### config.mk
export PLATFORM = sky130hd
export DESIGN_NAME = program_loader
export DESIGN_NICKNAME = d
export VERILOG_FILES = /design/src/rtl/program_loader_pkg.sv /design/src/rtl/program_loader_uart_rx_byte.sv /design/src/rtl/program_loader.sv
export SDC_FILE = /design/constraint.sdc
export NUM_CORES = 1
export LEC_CHECK = 0
export CORE_UTILIZATION = 56
export CTS_CLUSTER_SIZE = 10
export DETAILED_ROUTE_END_ITERATION = 7
export MAX_ROUTING_LAYER = met4
export PLACE_DENSITY = 0.76
export SLEW_MARGIN = 20
export SYNTH_ARGS = -nofsm -noshare
export SYNTH_HDL_FRONTEND = slang
export SYNTH_SLANG_ARGS = --single-unit
### constraint.sdc
create_clock -name clk -period 3.16 [get_ports clk]
set_clock_uncertainty 0.05 [all_clocks]
set_input_delay 0.79 -clock clk [delete_from_list [all_inputs] [get_ports clk]]
set_output_delay 0.79 -clock clk [all_outputs]
set_load 0.02 [all_outputs]
### src/rtl/program_loader_pkg.sv
// rtl/program_loader_pkg.sv - shared constants and state encodings for the program loader
// Contents: frame marker, store depth, loader FSM and UART receiver state encodings.
package program_loader_pkg;

    localparam logic [7:0] SYNC_BYTE_DEF = 8'hA5;
    localparam int         MAX_ENTRIES   = 8;

    typedef enum logic [2:0] {
        ST_IDLE   = 3'd0,
        ST_COUNT  = 3'd1,
        ST_DATA   = 3'd2,
        ST_CHECK  = 3'd3,
        ST_COMMIT = 3'd4
    } loader_state_t;

    typedef enum logic [1:0] {
        RX_IDLE  = 2'd0,
        RX_START = 2'd1,
        RX_DATA  = 2'd2,
        RX_STOP  = 2'd3
    } rx_state_t;

endpackage

### src/rtl/program_loader_uart_rx_byte.sv
// rtl/program_loader_uart_rx_byte.sv - 8N1 UART byte receiver with input synchronizer
// Ports: clk, reset_n (async, active-low), i_rx (async serial line, idle high),
//        o_byte_tdata (received byte), o_byte_valid (1-cycle, good stop bit),
//        o_frame_err (1-cycle, stop bit sampled low).
module uart_rx_byte
    import program_loader_pkg::*;
#(
    parameter int CLKS_PER_BIT = 104
) (
    input  logic       clk,
    input  logic       reset_n,
    input  logic       i_rx,
    output logic [7:0] o_byte_tdata,
    output logic       o_byte_valid,
    output logic       o_frame_err
);

    localparam int              CW   = $clog2(CLKS_PER_BIT + 1);
    localparam logic [CW-1:0]   HALF = CW'(CLKS_PER_BIT / 2);
    localparam logic [CW-1:0]   FULL = CW'(CLKS_PER_BIT - 1);

    rx_state_t       r_state;
    rx_state_t       w_next;
    logic            r_rx_meta;
    logic            r_rx_sync;
    logic            r_rx_prev;
    logic [CW-1:0]   r_cnt;
    logic [2:0]      r_bit;
    logic [7:0]      r_shift;
    logic            r_valid;
    logic            r_ferr;

    logic w_fall;
    logic w_cnt_half;
    logic w_cnt_full;

    assign w_fall     = r_rx_prev & ~r_rx_sync;
    assign w_cnt_half = (r_cnt == HALF);
    assign w_cnt_full = (r_cnt == FULL);

    always_comb begin
        w_next = r_state;
        case (r_state)
            RX_IDLE:  if (w_fall) w_next = RX_START;
            // Start bit must still be low at mid-bit, otherwise it was a glitch.
            RX_START: if (w_cnt_half) w_next = r_rx_sync ? RX_IDLE : RX_DATA;
            RX_DATA:  if (w_cnt_full && (r_bit == 3'd7)) w_next = RX_STOP;
            RX_STOP:  if (w_cnt_full) w_next = RX_IDLE;
            default:  w_next = RX_IDLE;
        endcase
    end

    always_ff @(posedge clk or negedge reset_n) begin
        if (!reset_n) begin
            // Synchronizer resets to line-idle so reset release never looks like a start bit.
            r_rx_meta <= 1'b1;
            r_rx_sync <= 1'b1;
            r_rx_prev <= 1'b1;
            r_state   <= RX_IDLE;
            r_cnt     <= '0;
            r_bit     <= '0;
            r_shift   <= '0;
            r_valid   <= 1'b0;
            r_ferr    <= 1'b0;
        end else begin
            r_rx_meta <= i_rx;
            r_rx_sync <= r_rx_meta;
            r_rx_prev <= r_rx_sync;
            r_state   <= w_next;
            r_valid   <= 1'b0;
            r_ferr    <= 1'b0;

            // Counter restarts on entry to each state and after every mid-bit sample.
            if ((r_state == RX_IDLE) || (w_next != r_state) || w_cnt_full)
                r_cnt <= '0;
            else
                r_cnt <= r_cnt + 1'b1;

            if (r_state == RX_START)
                r_bit <= '0;

            if ((r_state == RX_DATA) && w_cnt_full) begin
                r_shift <= {r_rx_sync, r_shift[7:1]};
                r_bit   <= r_bit + 1'b1;
            end

            if ((r_state == RX_STOP) && w_cnt_full) begin
                if (r_rx_sync) r_valid <= 1'b1;
                else           r_ferr  <= 1'b1;
            end
        end
    end

    assign o_byte_tdata = r_shift;
    assign o_byte_valid = r_valid;
    assign o_frame_err  = r_ferr;

endmodule

### src/rtl/program_loader.sv
// rtl/program_loader.sv - UART program loader with shadow buffer and atomic commit
// Ports: clk, reset_n (async, active-low), rx (UART in), rd_addr (CPU PC),
//        rd_opcode/rd_arg (combinational store read), cpu_hold (frame in flight),
//        load_done (1-cycle after commit), load_error (sticky until next SYNC).
module program_loader
    import program_loader_pkg::*;
#(
    parameter int         CLK_HZ       = 1000000,
    parameter int         BAUD         = 9600,
    parameter int         TIMEOUT_CLKS = 20 * (CLK_HZ / BAUD),
    parameter logic [7:0] SYNC_BYTE    = SYNC_BYTE_DEF
) (
    input  logic       clk,
    input  logic       reset_n,
    input  logic       rx,
    input  logic [2:0] rd_addr,
    output logic [3:0] rd_opcode,
    output logic [3:0] rd_arg,
    output logic       cpu_hold,
    output logic       load_done,
    output logic       load_error
);

    localparam int            CLKS_PER_BIT = CLK_HZ / BAUD;
    localparam int            TW           = $clog2(TIMEOUT_CLKS + 1);
    localparam logic [TW-1:0] TMO_LIMIT    = TW'(TIMEOUT_CLKS);
    localparam logic [7:0]    MAX_N        = 8'(MAX_ENTRIES);

    logic [7:0]    w_byte;
    logic          w_byte_valid;
    logic          w_frame_err;

    loader_state_t r_state;
    loader_state_t w_next;
    logic          w_abort;
    logic          w_tmo_hit;
    logic          w_in_frame;

    logic [7:0]    r_active [MAX_ENTRIES];
    logic [7:0]    r_shadow [MAX_ENTRIES];
    logic [3:0]    r_n;
    logic [3:0]    r_idx;
    logic [7:0]    r_chk;
    logic [TW-1:0] r_tmo;
    logic          r_done;
    logic          r_err;

    uart_rx_byte #(.CLKS_PER_BIT(CLKS_PER_BIT)) u_rx (
        .clk          (clk),
        .reset_n      (reset_n),
        .i_rx         (rx),
        .o_byte_tdata (w_byte),
        .o_byte_valid (w_byte_valid),
        .o_frame_err  (w_frame_err)
    );

    assign w_in_frame = (r_state == ST_COUNT) || (r_state == ST_DATA) || (r_state == ST_CHECK);
    assign w_tmo_hit  = (r_tmo == TMO_LIMIT);

    always_comb begin
        w_next  = r_state;
        w_abort = 1'b0;
        case (r_state)
            ST_IDLE:   if (w_byte_valid && (w_byte == SYNC_BYTE)) w_next = ST_COUNT;
            ST_COUNT:  if (w_byte_valid) begin
                           if ((w_byte == 8'h00) || (w_byte > MAX_N)) w_abort = 1'b1;
                           else                                      w_next  = ST_DATA;
                       end
            ST_DATA:   if (w_byte_valid && (r_idx == (r_n - 4'd1))) w_next = ST_CHECK;
            ST_CHECK:  if (w_byte_valid) begin
                           if (w_byte == r_chk) w_next  = ST_COMMIT;
                           else                 w_abort = 1'b1;
                       end
            ST_COMMIT: w_next = ST_IDLE;
            default:   w_next = ST_IDLE;
        endcase
        // A byte arriving on the expiry cycle takes priority over the timeout.
        if (w_in_frame && !w_byte_valid && (w_frame_err || w_tmo_hit))
            w_abort = 1'b1;
        if (w_abort)
            w_next = ST_IDLE;
    end

    always_ff @(posedge clk or negedge reset_n) begin
        if (!reset_n) begin
            r_state <= ST_IDLE;
            r_n     <= '0;
            r_idx   <= '0;
            r_chk   <= '0;
            r_tmo   <= '0;
            r_done  <= 1'b0;
            r_err   <= 1'b0;
            for (int i = 0; i < MAX_ENTRIES; i++) begin
                r_active[i] <= 8'h00;
                r_shadow[i] <= 8'h00;
            end
        end else begin
            r_state <= w_next;
            r_done  <= (r_state == ST_COMMIT);

            if (w_in_frame && !w_byte_valid && !w_tmo_hit)
                r_tmo <= r_tmo + 1'b1;
            else if (!w_in_frame || w_byte_valid)
                r_tmo <= '0;

            if (w_abort)
                r_err <= 1'b1;
            else if ((r_state == ST_IDLE) && (w_next == ST_COUNT))
                r_err <= 1'b0;

            if ((r_state == ST_COUNT) && (w_next == ST_DATA)) begin
                r_n   <= w_byte[3:0];
                r_chk <= w_byte;
                r_idx <= '0;
            end

            if ((r_state == ST_DATA) && w_byte_valid) begin
                r_shadow[r_idx[2:0]] <= w_byte;
                r_chk                <= r_chk ^ w_byte;
                r_idx                <= r_idx + 4'd1;
            end

            // Entries beyond N are cleared so stale shadow data never becomes visible.
            if (r_state == ST_COMMIT) begin
                for (int i = 0; i < MAX_ENTRIES; i++)
                    r_active[i] <= (4'(i) < r_n) ? r_shadow[i] : 8'h00;
            end
        end
    end

    assign rd_opcode  = r_active[rd_addr][7:4];
    assign rd_arg     = r_active[rd_addr][3:0];
    assign cpu_hold   = (r_state != ST_IDLE);
    assign load_done  = r_done;
    assign load_error = r_err;

endmodule

* Yosys cells after proc, flatten, opt, wreduce, memory -nomap -nowiden
Cells that the tools add are included.
** Storage, ports and cells
- Flip-flop bits (word level) :: 186
- Output and inout port bits :: 11
- Logic and storage cells :: 150
** Cells by class
- Add/sub/neg operators :: 5
- Magnitude comparators :: 12
- Eq/ne operators :: 17
- Multiplexer cells :: 49
- Bitwise gates (word level) :: 5
- Reduce and logical (&&, ||, !) cells :: 30
** Operators by type and width (number)
- 8-bit two-way mux :: 13
- 64-bit bitwise mux :: 1
- 3-bit two-way mux :: 9
- 8-bit binary-select mux with 3-bit select :: 1
- 8-bit demux with 3-bit select :: 1
- 12-bit two-way mux :: 2
- 3-bit by 4-bit < comparator with 1-bit output, first input constant :: 4
- 12-bit by 1-bit adder with 12-bit output, second input constant :: 1
- 12-bit == test, second input constant :: 1
- 1-bit logical AND :: 12
- 3-bit one-hot mux with 4 select lines :: 1
- 1-bit two-way mux :: 11
- 2-bit two-way mux :: 5
- 3-bit by 2-bit == test with 1-bit output, second input constant :: 3
- 8-bit == test :: 1
- 8-bit == test, second input constant :: 1
- 4-bit greater-or-equal comparator, second input constant :: 2
- 8-bit by 4-bit greater-than comparator with 1-bit output, second input constant :: 1
- 8-bit zero test :: 1
- 1-bit by 4-bit < comparator with 1-bit output, first input constant :: 2
- 2-bit by 4-bit < comparator with 1-bit output, first input constant :: 2
- 4-bit two-way mux :: 2
- 3-bit NOT with 4-bit output :: 2
- 2-bit one-hot mux with 4 select lines :: 1
- other kinds (24) :: 38

* Longest topological paths before layout
- Depth in word-level cells :: 11
- Depth in mapped cells :: 8
- Mapped depth without buffers :: 7

* Hierarchy
Synthesis repeated with hierarchy kept, for this count alone.
** Unflattened totals
- Cells, all modules :: 652
- Area, all modules :: 8344.3 µm²
** By module, submodules not included
- program_loader :: times used 1, cells an instance 557, area each 7155.6 µm²
- uart_rx_byte :: times used 1, cells an instance 95, area each 1188.6 µm²

* Worst setup path before layout
OpenSTA, ideal clock, no wires.
- Kind :: in2out
- From :: input rd_addr[0]
- To :: output rd_arg[0]
- Arrival time :: 2.347 ns
- Path slack :: -0.027 ns
- Cell stages on the path :: 4
- Path buffers :: 2
- Cells stage by stage :: clkbuf_1 -> buf_2 -> mux4_2 -> mux2_2
** Between the ends
- Longest elaborated chain between the ends :: 4
** RTL lines
- start: declaration :: line program_loader.sv:16 : input logic [2:0] rd_addr,
- 3-bit NOT with 4-bit output (implied by the code) :: line program_loader.sv:132 : assign rd_arg = r_active[rd_addr][3:0];
- 8-bit binary-select mux with 3-bit select :: line program_loader.sv:132
- 8-bit two-way mux (implied by the code) (2 in series) :: line program_loader.sv:132
- end: declaration :: line program_loader.sv:18 : output logic [3:0] rd_arg,
Every way passes these cells. The select of a mux whose other input is x is not followed.

* Final worst setup path
- From :: input rd_addr[0]
- To :: output rd_arg[3]
Same word-level chain as after synthesis.

==> flow_summary.toml <==
[final_layout]
multi_input_area_um2 = 3270
layout_commonest_cell = "dfrtp_1"
seqCellArea_um2 = 4660
synthToLayoutAreaGrowth_pct = 13.2
antennaDiodeCount = 0
drive_gt1_share_pct = 24.2
final_util_pct = 65.7
fill_cells = 1035
most-common-layout-cells = "dfrtp_1, mux2_2, nand2_1"
final_nets = 689

[setup_path]
worstPathCellList = "clkdlybuf4s15_2, buf_12, mux4_2, mux2_2, clkdlybuf4s15_2"
end_kind = "primary output"
critPathMostFrequentCell = "clkdlybuf4s15_2"
worstSetupPathType = "in2out"
critPathMaxFanout = 8
reg2reg_depth = 5
crit_slowest_cell = "mux4_2"
cp-start-kind = "input pin"
required_ns = 2.32
critPathArrivalTime_ns = 2.30
critical_path.max_stage_delay_ns = 0.52

[global_route]
antenna_found_initial = 0
grt_pass1_vias = 5365
grt_pass1_wl_um = 29000
grt_max_degree = 77
grtUsageTotal_pct = 27.2
gr-total-overflow = 0

[route]
vias_per_cell = 6.18
vias = 5349
drt_first_pass_iters = 5
antenna_left = 0
drtIter0Drc = 388
drc = 0
post_drt_wl_per_cell_um = 20.9
finalWirelength_um = 18100

[power]
pwr_density_cell_nw_per_um2 = 512
vdd_drop_max_mv = 0.461
total_power_mw = 4.72
p_leak_nw = 4.39

[synth]
avgSynthCellArea_um2 = 12.4
ys_seq_area_share_pct = 57.2
async_flop_share_pct = 100
syn_inst = 656
synth-edff-count = 0
yosys_warnings = 0
synth_cell_types = 47
synthFlopType = "dfrtp_1"
syn-num-nets = 672
syn_area_um2 = 8140
synth_seq_cells = 186

[timing]
period_share_pct = 99.2
hold_violations = 0
finalSetupViolCount = 0
finalCriticalPeriod_ns = 3.14
fmax_ghz = 0.319
setup_tns_ns = 0
drv_slew = 0
setup_ws_ns = 0.0245
timing.slew.headroom_pct = 43.2
rsz0062_at_grt = "no"
worst_pin_slew_ns = 0.848
hold_ws_ns = 0.314

[cts]
cts_tree = "built"
postCtsHoldBufs = 0
cts_sinks = 186
cts_buffers = 17
root_buffer = "clkbuf_16"
clk_latency_ns = 0.43
htreeDepth = 4
cts_setup_buffers = 0
cts.reportedPaths.clkPinSlew_ns = 0.06
cts.path.max_buffers = 2

[placement]
port_buffers = 16
place_ws_ns = -0.528
dp_hpwl_um = 11800
place_congestion = 0.856

[floorplanning]
rows = 43
die_w_um = 123
core_um2 = 14000
fp.dieH_um = 123
ios = 17
start_util_pct = 58.0
dieArea_um2 = 15000

[flow_run]
maxCapViolCount = 0

[outcome]
status = "finished clean"

[worst_hold_path]
whs_path_depth = 0
hold_class = "reg2reg"
power breakdown:
group          internal [mW]  switching [mW]  total [mW]  leakage [nW]
Clock                   1.19           0.893        2.08         0.284
Sequential              2.42          0.0434        2.46          2.58
Combinational         0.0745           0.108       0.183          1.53
worst max-delay path, delay by kind of cell:
kind / cells / cell delay [ns]
buffers and inverters: 3 / 0.69
multiplexers: 2 / 0.81
stage by stage:
step                      cell area [um2]  instances
after floorplan                      8150        656
after global placement               8570        832
after detailed placement             8570        832
after CTS                            9190        865
after global routing                 9220        866
final                                9220        866
repair_timing:
action / CTS / global route
gates cloned: 1 / 1
resized for setup: 28 / 1
setup endpoints to repair: 8 / 6
routing by layer:
metal / share of wire [%] / global-route usage, % / wire length (um)
met1: 43 / 35.5 / 7850
met2: 48 / 41.0 / 8740
met3: 5.7 / 6.83 / 1030
met4: 2.8 / 10.7 / 516
met5: 0 / - / 0
kinds of logic (layout without fill, tap and decap cells):
family                     after synthesis  in the layout  synth area share [%]
DFF                                    186            186                  57.2
AOI/OAI and AO/OA                      106            106                  9.19
muxes                                   95             95                  15.7
buffers and inverters                   55             85                  2.69
and+or+nand+nor                        171            171                  10.2
xor gates and xnor gates                33             33                  3.55
adders and majority gates               10             10                  1.54
worst paths after layout:
kind                                            endpoint  slack (ns)                              from
max in group asynchronous       r_active[41]$_DFFE_PN0P_        1.95                           reset_n
worst max-delay path                           rd_arg[3]        0.02                        rd_addr[0]
worst min-delay path            u_rx.r_rx_sync$_DFF_PN1_        0.31          u_rx.r_rx_meta$_DFF_PN1_
min in group asynchronous       r_shadow[27]$_DFFE_PN0P_        0.34                           reset_n
worst max register to register      r_state[0]$_DFF_PN0_        0.67  u_rx.o_byte_tdata[4]$_DFFE_PN0P_
worst min register to register  u_rx.r_rx_sync$_DFF_PN1_        0.31          u_rx.r_rx_meta$_DFF_PN1_
layout make-up:
| type | count | area share [%] |
|---|---|---|
| clock buffer | 22 | 5.36 |
| inverter | 18 | 0.733 |
| tap | 180 | 2.44 |
| clock inverter | 10 | 0.977 |
| sequential | 186 | 50.5 |
| timing repair buffer | 35 | 4.53 |
| multi-input combinational | 415 | 35.4 |
synthesized netlist by cell type, types with 2 or more instances:
master | number | area [um2]
mux4_2 | 16 | 360
a31oi_1 | 2 | 12.5
xnor2_1 | 9 | 78.8
inv_1 | 18 | 67.6
o31a_1 | 2 | 17.5
or3_1 | 5 | 31.3
o22ai_1 | 3 | 18.8
nor4bb_1 | 2 | 20.0
dfrtp_1 | 183 | 4580
and3_1 | 6 | 37.5
nor3b_2 | 3 | 37.5
nand2b_1 | 3 | 18.8
buf_2 | 4 | 20.0
o21ai_0 | 26 | 130
clkbuf_1 | 30 | 113
nand2_1 | 63 | 236
nor4_1 | 4 | 25.0
xor2_1 | 24 | 210
nand4b_1 | 4 | 35.0
ha_1 | 10 | 125
a21oi_1 | 16 | 80.1
a22oi_1 | 2 | 15.0
nand3_1 | 13 | 65.1
or4_1 | 2 | 15.0
nor3_1 | 8 | 40.0
mux2_2 | 72 | 811
dfstp_2 | 3 | 78.8
nor3b_1 | 2 | 15.0
buf_1 | 2 | 7.51
mux2_4 | 7 | 105
o31ai_1 | 2 | 15.0
nand4_1 | 2 | 12.5
a311oi_1 | 2 | 17.5
a22o_1 | 48 | 420
nor2b_1 | 3 | 18.8
nor2_1 | 44 | 165
flip-flops by register name, summed over array words and instances (netlist names):
register / count
r_active: 64
r_shadow: 64
r_tmo: 12
r_chk: 8
u_rx.o_byte_tdata: 8
u_rx.r_cnt: 7
r_idx: 4
r_n: 4
r_state: 3
u_rx.r_bit: 3
u_rx.r_state: 2
load_done: 1
load_error: 1
u_rx.o_byte_valid: 1
u_rx.o_frame_err: 1
u_rx.r_rx_meta: 1
u_rx.r_rx_prev: 1
u_rx.r_rx_sync: 1
(Power assumes the default switching activity.)
